==> src/rtl/event_dispatcher.sv <==
// event_dispatcher: DVS event FIFO, range/order filter and issue FSM for the aegnn_hw core (rev 1.0).
// Optional feature macro: EVT_TS_WRAP_EN (wrap-aware timestamp ordering and ts_wrap strobe).
`default_nettype none

module event_dispatcher #(
  parameter int X_W      = 8,
  parameter int Y_W      = 8,
  parameter int T_W      = 32,
  parameter int ADDR_W   = 32,
  parameter int DEPTH    = 8,
  parameter int SENSOR_W = 128,
  parameter int SENSOR_H = 128
) (
  input  logic                              clk,
  input  logic                              rstn,
  input  logic                              in_valid,
  output logic                              in_ready,
  input  logic                              in_p,
  input  logic [X_W-1:0]                    in_x,
  input  logic [Y_W-1:0]                    in_y,
  input  logic [T_W-1:0]                    in_t,
  input  logic [ADDR_W-1:0]                 in_addr,
  input  logic                              module_ready,
  input  logic                              module_done,
  output logic                              data_valid,
  output logic [X_W+Y_W+T_W+ADDR_W+1:0]     new_event,
  output logic [$clog2(DEPTH):0]            fifo_count,
  output logic [15:0]                       drop_cnt,
  output logic                              busy,
  output logic                              ts_wrap
);

  localparam int PW = $clog2(DEPTH);
  localparam int EW = 1 + X_W + Y_W + T_W + ADDR_W;
  localparam logic [X_W:0] C_SW    = (X_W+1)'(SENSOR_W);
  localparam logic [Y_W:0] C_SH    = (Y_W+1)'(SENSOR_H);
  localparam logic [PW:0]  C_DEPTH = (PW+1)'(DEPTH);

  typedef enum logic [1:0] {
    IDLE      = 2'd0,
    ISSUE     = 2'd1,
    WAIT_DONE = 2'd2
  } state_e;

  state_e        state_q, state_d;
  logic [EW-1:0] mem_q [DEPTH];
  logic [PW-1:0] wptr_q, rptr_q;
  logic [PW:0]   count_q, count_d;
  logic          in_ready_q;
  logic [T_W-1:0] last_t_q;
  logic          first_seen_q;
  logic [15:0]   drop_cnt_q;
  logic [EW:0]   new_event_q;

  logic accept, x_bad, y_bad, ooo, drop, push, drop_ev, pop;

  assign accept = in_valid && in_ready_q;
  assign x_bad  = ({1'b0, in_x} >= C_SW);
  assign y_bad  = ({1'b0, in_y} >= C_SH);

`ifdef EVT_TS_WRAP_EN
  logic [T_W-1:0] t_diff;
  logic           ts_wrap_q;
  // Half-range rule: a forward distance of 2^(T_W-1) or more means the event is older.
  assign t_diff  = in_t - last_t_q;
  assign ooo     = first_seen_q && t_diff[T_W-1];
  assign ts_wrap = ts_wrap_q;

  always_ff @(posedge clk or negedge rstn) begin
    if (!rstn) ts_wrap_q <= 1'b0;
    else       ts_wrap_q <= push && (in_t < last_t_q);
  end
`else
  assign ooo     = first_seen_q && (in_t < last_t_q);
  assign ts_wrap = 1'b0;
`endif

  assign drop    = x_bad || y_bad || ooo;
  assign push    = accept && !drop;
  assign drop_ev = accept && drop;
  // Pop looks only at registered occupancy, so a same-cycle write is never bypassed.
  assign pop     = (state_q == IDLE) && (count_q != '0) && module_ready;
  assign count_d = count_q + (PW+1)'(push) - (PW+1)'(pop);

  assign in_ready   = in_ready_q;
  assign fifo_count = count_q;
  assign drop_cnt   = drop_cnt_q;
  assign new_event  = new_event_q;

  always_ff @(posedge clk) begin
    if (push) mem_q[wptr_q] <= {in_p, in_x, in_y, in_t, in_addr};
  end

  always_ff @(posedge clk or negedge rstn) begin
    if (!rstn) begin
      wptr_q       <= '0;
      rptr_q       <= '0;
      count_q      <= '0;
      in_ready_q   <= 1'b0;
      last_t_q     <= '0;
      first_seen_q <= 1'b0;
      drop_cnt_q   <= '0;
    end else begin
      count_q    <= count_d;
      in_ready_q <= (count_d != C_DEPTH);
      if (push) begin
        wptr_q       <= wptr_q + PW'(1);
        last_t_q     <= in_t;
        first_seen_q <= 1'b1;
      end
      if (pop) rptr_q <= rptr_q + PW'(1);
      if (drop_ev && (drop_cnt_q != 16'hFFFF)) drop_cnt_q <= drop_cnt_q + 16'd1;
    end
  end

  always_ff @(posedge clk or negedge rstn) begin
    if (!rstn) begin
      state_q     <= IDLE;
      new_event_q <= '0;
    end else begin
      state_q <= state_d;
      if (pop)
        new_event_q <= {1'b1, mem_q[rptr_q]};
      else if ((state_d == IDLE) && (state_q != IDLE))
        new_event_q[EW] <= 1'b0;
    end
  end

  always_comb begin
    state_d    = state_q;
    data_valid = 1'b0;
    busy       = (state_q != IDLE);
    case (state_q)
      IDLE: begin
        if (pop) state_d = ISSUE;
      end
      ISSUE: begin
        data_valid = 1'b1;
        state_d    = module_done ? IDLE : WAIT_DONE;
      end
      WAIT_DONE: begin
        if (module_done) state_d = IDLE;
      end
      default: state_d = IDLE;
    endcase
  end

endmodule

`default_nettype wire

==> config.mk <==
export PLATFORM = sky130hd
export DESIGN_NAME = event_dispatcher
export DESIGN_NICKNAME = d
export VERILOG_FILES = /design/src/rtl/event_dispatcher.sv
export SDC_FILE = /design/constraint.sdc
export NUM_CORES = 1
export LEC_CHECK = 0
export ABC_AREA = 1
export BUFFER_PORTS_ARGS = -buffer_cell sky130_fd_sc_hd__clkbuf_2
export CORE_UTILIZATION = 36
export CTS_BUF_LIST = sky130_fd_sc_hd__clkbuf_2 sky130_fd_sc_hd__clkbuf_4 sky130_fd_sc_hd__clkbuf_8
export DETAILED_ROUTE_END_ITERATION = 12
export GPL_TIMING_DRIVEN = 0
export HOLD_SLACK_MARGIN = 0.03
export PLACE_DENSITY_LB_ADDON = 0.1
export SLEW_MARGIN = 20
export SYNTH_ARGS = -nofsm -noshare
export SYNTH_HDL_FRONTEND = slang
export SYNTH_SLANG_ARGS = --single-unit
==> constraint.sdc <==
create_clock -name clk -period 8.2 [get_ports clk]
set_clock_uncertainty 0.1 [all_clocks]
set_input_delay 2.05 -clock clk [delete_from_list [all_inputs] [get_ports clk]]
set_output_delay 2.05 -clock clk [all_outputs]
set_load 0.02 [all_outputs]
* Yosys cells after proc, flatten, opt, wreduce, memory -nomap -nowiden
Memories as Yosys holds them, arrays and structs flattened. A register that Yosys moved wholly into a read port is not among the register bits.
Cells that the tools add are included.
** Word-level totals
- Memories kept :: 1
- Word-level logic and storage cells :: 48
- Bits in registers :: 63
- Bits in writable memories :: 648
** Operators by class
- Muxes and demuxes :: 9
- Order comparisons :: 3
- $add $sub $neg :: 5
- Equality and inequality tests :: 4
- Reduce and logical (&&, ||, !) cells :: 17
** Memories
- mem_q :: words 8, width 81, rd ports 1, clocked after memory_dff 1, write ports 1, line 46 : logic [EW-1:0] mem_q [DEPTH];
** Operator list (number)
- less-than comparator 32 bit :: 1
- adder 16 x 1 -> 16 bit (second input constant) :: 1
- >= comparator 8 bit (second input constant) :: 2
- != test 16 bit (second input constant) :: 1
- logical AND 1 bit :: 8
- adder 3 x 1 -> 3 bit (second input constant) :: 2
- two-way mux 2 bit :: 3
- case mux 2 bit (3 select lines) :: 1
- two-way mux 1 bit :: 5
- adder 4 x 1 -> 4 bit :: 1
- zero test 2 bit :: 2
- != test 4 bit (second input constant) :: 1
- nonzero test 2 bit :: 2
- nonzero test 4 bit :: 1
- subtractor 4 x 1 -> 4 bit :: 1
- equality test 2 x 1 -> 1 bit (second input constant) :: 1
- equality test 2 bit (second input constant) :: 1
- zero test 1 bit :: 2
- logical OR 1 bit :: 2

* Logic depth before layout (Yosys ltp)
- Depth after elaboration :: 9
- Mapped depth :: 22

* Least setup slack after synthesis
OpenSTA, ideal clock, no wires.
- Path kind :: in2reg
- Start :: in in_t[15]
- End :: mem mem_q[1][0] in the netlist's numbering, enable pin
- Required time :: 7.579 ns
- Path slack :: 0.993 ns
- Data arrival time :: 6.586 ns
- Cell stages on the path :: 12
- Setup time :: 0.521 ns
- Path buffers :: 1
- Cells stage by stage :: ha_1 > nand2_1 > inv_1 > nand3_1 > a31oi_1 > nor2_1 > nand2_1 > nand2_1 > nand2_4 > nand3_2 > buf_4 > nor2_1
** Between the ends
- Cells in the longest elaborated chain, start to end :: 7
** Ends and longest elaborated chain
- start, declared :: line 21 : input logic [T_W-1:0] in_t,
- less-than comparator 32 bit :: line 74 : assign ooo = first_seen_q && (in_t < last_t_q);
- logical AND 1 bit :: line 74
- logical OR 1 bit :: line 78 : assign drop = x_bad || y_bad || ooo;
- zero test 1 bit :: line 79 : assign push = accept && !drop;
- logical AND 1 bit :: line 79
- two-way mux 1 bit :: line 91 : if (push) mem_q[wptr_q] <= {in_p, in_x, in_y, in_t, in_addr};
- two-way mux 1 bit (implied by the code) :: line 91
- end, declared :: line 46
No other way between the ends.

* Final worst setup path
- Start :: in in_t[31]
- End :: mem mem_q[6][20] in the netlist's numbering, enable pin
Same word-level chain as after synthesis.

==> flow_metrics.tcl <==
set metrics [dict create \
    run_status "finished clean" \
    finish.net_count 2920 \
    overflow 0 \
    avgSynthCellArea_um2 12.89 \
    final_common_cell "edfxtp_1" \
    avgRoutedWirePerCell_um 23.55 \
    core.rowCount 107 \
    hpwl_mm 62.18 \
    htreeDepth 4 \
    drive_gt1_share_pct 18.75 \
    power_uw 13020 \
    hold_viol_final 0 \
    cts.sinks 792 \
    period_share_pct 60.10 \
    whs_path_depth 2 \
    cts_tree "done" \
    clock_path_buffers 3 \
    rrSetupSlack_ns 4.43 \
    rsz0062_at_grt "false" \
    gp_congestion 0.7962 \
    die_w_um 296.6 \
    cellLeakagePower_uw 0.01376 \
    insertion_delay_ns 0.78 \
    drt_iter0_markers 1741 \
    ys_warn_count 0 \
    yosysUniqueCellTypes 37 \
    num_io_pins 192 \
    fin_util_pct 43.90 \
    grt_pass1_wl_mm 139.3 \
    core_region_area_um2 85550 \
    cp_slowest_cell "nor2_4" \
    crit_path_end_kind "flop" \
    placed_cell_area_um2 34640 \
    post_cts_buffers 0 \
    min_from "first_seen_q" \
    syn-instance-count 2423 \
    antenna_found_initial 4 \
    yosysSeqAreaShare_pct 73.81 \
    irDropWorstVdd_uv 164.1 \
    setup_violations 0 \
    max-slew-margin-rel_pct 28.63 \
    r2r_end "mem_q[6][20]" \
    grt_use_total_pct 21.80 \
    fmax_ghz 0.2029 \
    cts_resized 0 \
    required_ns 8.57 \
    maxSlewViolCount 0 \
    cpMostUsedCell "nand2_1" \
    synth_top_cell_by_area "edfxtp_1" \
    cp_max_fo 17 \
    synth_top_area_share_pct 62.28 \
    start_kind "primary input" \
    clk_pin_slew_ns 0.06 \
    grt_pass1_vias 21656 \
    via_per_inst 5.225 \
    final_cell_area_um2 37560 \
    synth-main-ff-cell "edfxtp_1" \
    dieArea_um2 87970 \
    drc 0 \
    cts_made_buffers 140 \
    max_cap_viol_count 0 \
    area.growth.synth_to_final_pct 20.22 \
    hold_buffers 0 \
    routed_wirelength_mm 95.56 \
    worstMarginPinSlew_ns 1.070 \
    worstSetupPathType "in -> reg" \
    max_stage_delay_ns 0.75 \
    async_flop_share_pct 18.18 \
    synth.area.top_cells "edfxtp_1 (62%), dfrtp_1 (12%), o21ai_0 (5.0%)" \
    ys_ff_latch 792 \
    synth_edf_count 648 \
    cp.arrival_ns 5.29 \
    grt_max_degree 76 \
    cp_cell_sequence "clkbuf_2 > ha_1 > nand2_1 > nor2_1 > nand2_1 > nor2_1 > nand2_1 > nand2_4 > nand4_1 > nor2_4 > buf_12 > buf_16 > buf_16" \
    cts_root_buffer "clkbuf_8" \
    vias 21198 \
    min_path_type "reg -> reg" \
    synth_area_um2 31240 \
    die_height_um 296.6 \
    drtAntennaViolNets 0 \
    synthesis.nets 2549 \
    r2r_cells 13 \
    firstDrtPassIters 5 \
    initial_utilization_pct 36.52 \
    hold_end "first_seen_q" \
    min_period_ns 4.928 \
    io_buffers 190 \
    r2r_start "last_t_q[31]" \
    powerDensity_nw_per_um2 346.5 \
    final_cell_mix "edfxtp_1 (648), nor2_1 (345), nand2_1 (321)" \
]
==> Yosys cell counts (all sizes together), types with 38 or more instances <==
cell type / number
inv: 71
ha: 39
nand2: 325
dfrtp: 144
edfxtp: 648
clkbuf: 103
nand4: 38
nor2: 358
buf: 54
o21ai: 329
o221ai: 144
nand3: 95
==> cell families (layout without fill, tap and decap cells) <==
kind of cell / Yosys count / after routing / share of synthesized area (%)
AND/OR/NAND/NOR: 825 / 825 / 10.84
XOR/XNOR: 10 / 10 / 0.2803
adder cells (fa/ha/maj): 40 / 40 / 1.626
flip-flops: 792 / 792 / 73.81
other: 1 / 7 / 0.01200
buffers and inverters: 228 / 712 / 2.999
AO/OA/AOI/OAI: 527 / 527 / 10.43
==> report_power, final <==
part	internal [uW]	switching [uW]	total, uW
logic	1170	3080	4250
clock network	2150	1620	3770
registers	4760	237	5000
total	8080	4930	13000
==> worst max-delay path by stage <==
stage	startpoint	endpoint	slack, ns	cells after the start
after floorplan	in_t[15]	mem_q[1][0]	0.99	12
after global placement	in_t[31]	mem_q[3][20]	-3.80	11
after detailed placement	in_t[31]	mem_q[6][20]	2.48	13
after CTS	in_t[31]	mem_q[6][20]	3.30	13
after global routing	in_t[31]	mem_q[6][20]	3.09	13
final	in_t[31]	mem_q[6][20]	3.27	13
==> layout make-up <==
| cell class | instances | area [um^2] |
|---|---|---|
| fill | 7875 | 47990 |
| sequential | 792 | 23060 |
| multi-input combinational | 1403 | 7305 |
| clock buffer | 219 | 2614 |
| timing repair buffer | 229 | 1906 |
| tap | 1144 | 1431 |
| buffer | 157 | 670.6 |
| clock inverter | 36 | 290.3 |
| inverter | 71 | 266.5 |
| antenna | 6 | 15.01 |
==> metrics by stage <==
stage	std cells	hold slack (ns)	TNS (ns)	worst slack (ns)
finish	4057	0.3599	0	3.272
global route	4055	0.3823	0	3.088
CTS	4051	0.3565	0	3.302
detailed placement	3796	0.3414	0	2.484
global placement	3757	0.3365	-2224.79	-3.799
floorplan	2423	0.3214	0	0.9932
==> worst max-delay path, delay by kind of cell <==
kind / cells / cell delay (ns)
buffers and inverters: 4 / 0.85
adder cells (fa/ha/maj): 1 / 0.36
AND/OR/NAND/NOR: 8 / 2.01
==> per-layer routing <==
layer / wire, um / vias to the layer above / GRT usage (%)
met2: 45380 / 717 / 35.49
met5: 7 / - / 0
met3: 5818 / 153 / 4.117
met4: 2674 / 2 / 7.556
li1: - / 9684 / -
met1: 41690 / 10642 / 29.19
==> flip-flops by register name, indices dropped and copies added, names as in the netlist <==
signal / flops
in_ready: 1
rptr_q: 3
first_seen_q: 1
last_t_q: 32
wptr_q: 3
mem_q: 648
drop_cnt: 16
state_q: 2
new_event: 82
fifo_count: 4
Power figures use the tool's default switching activity.
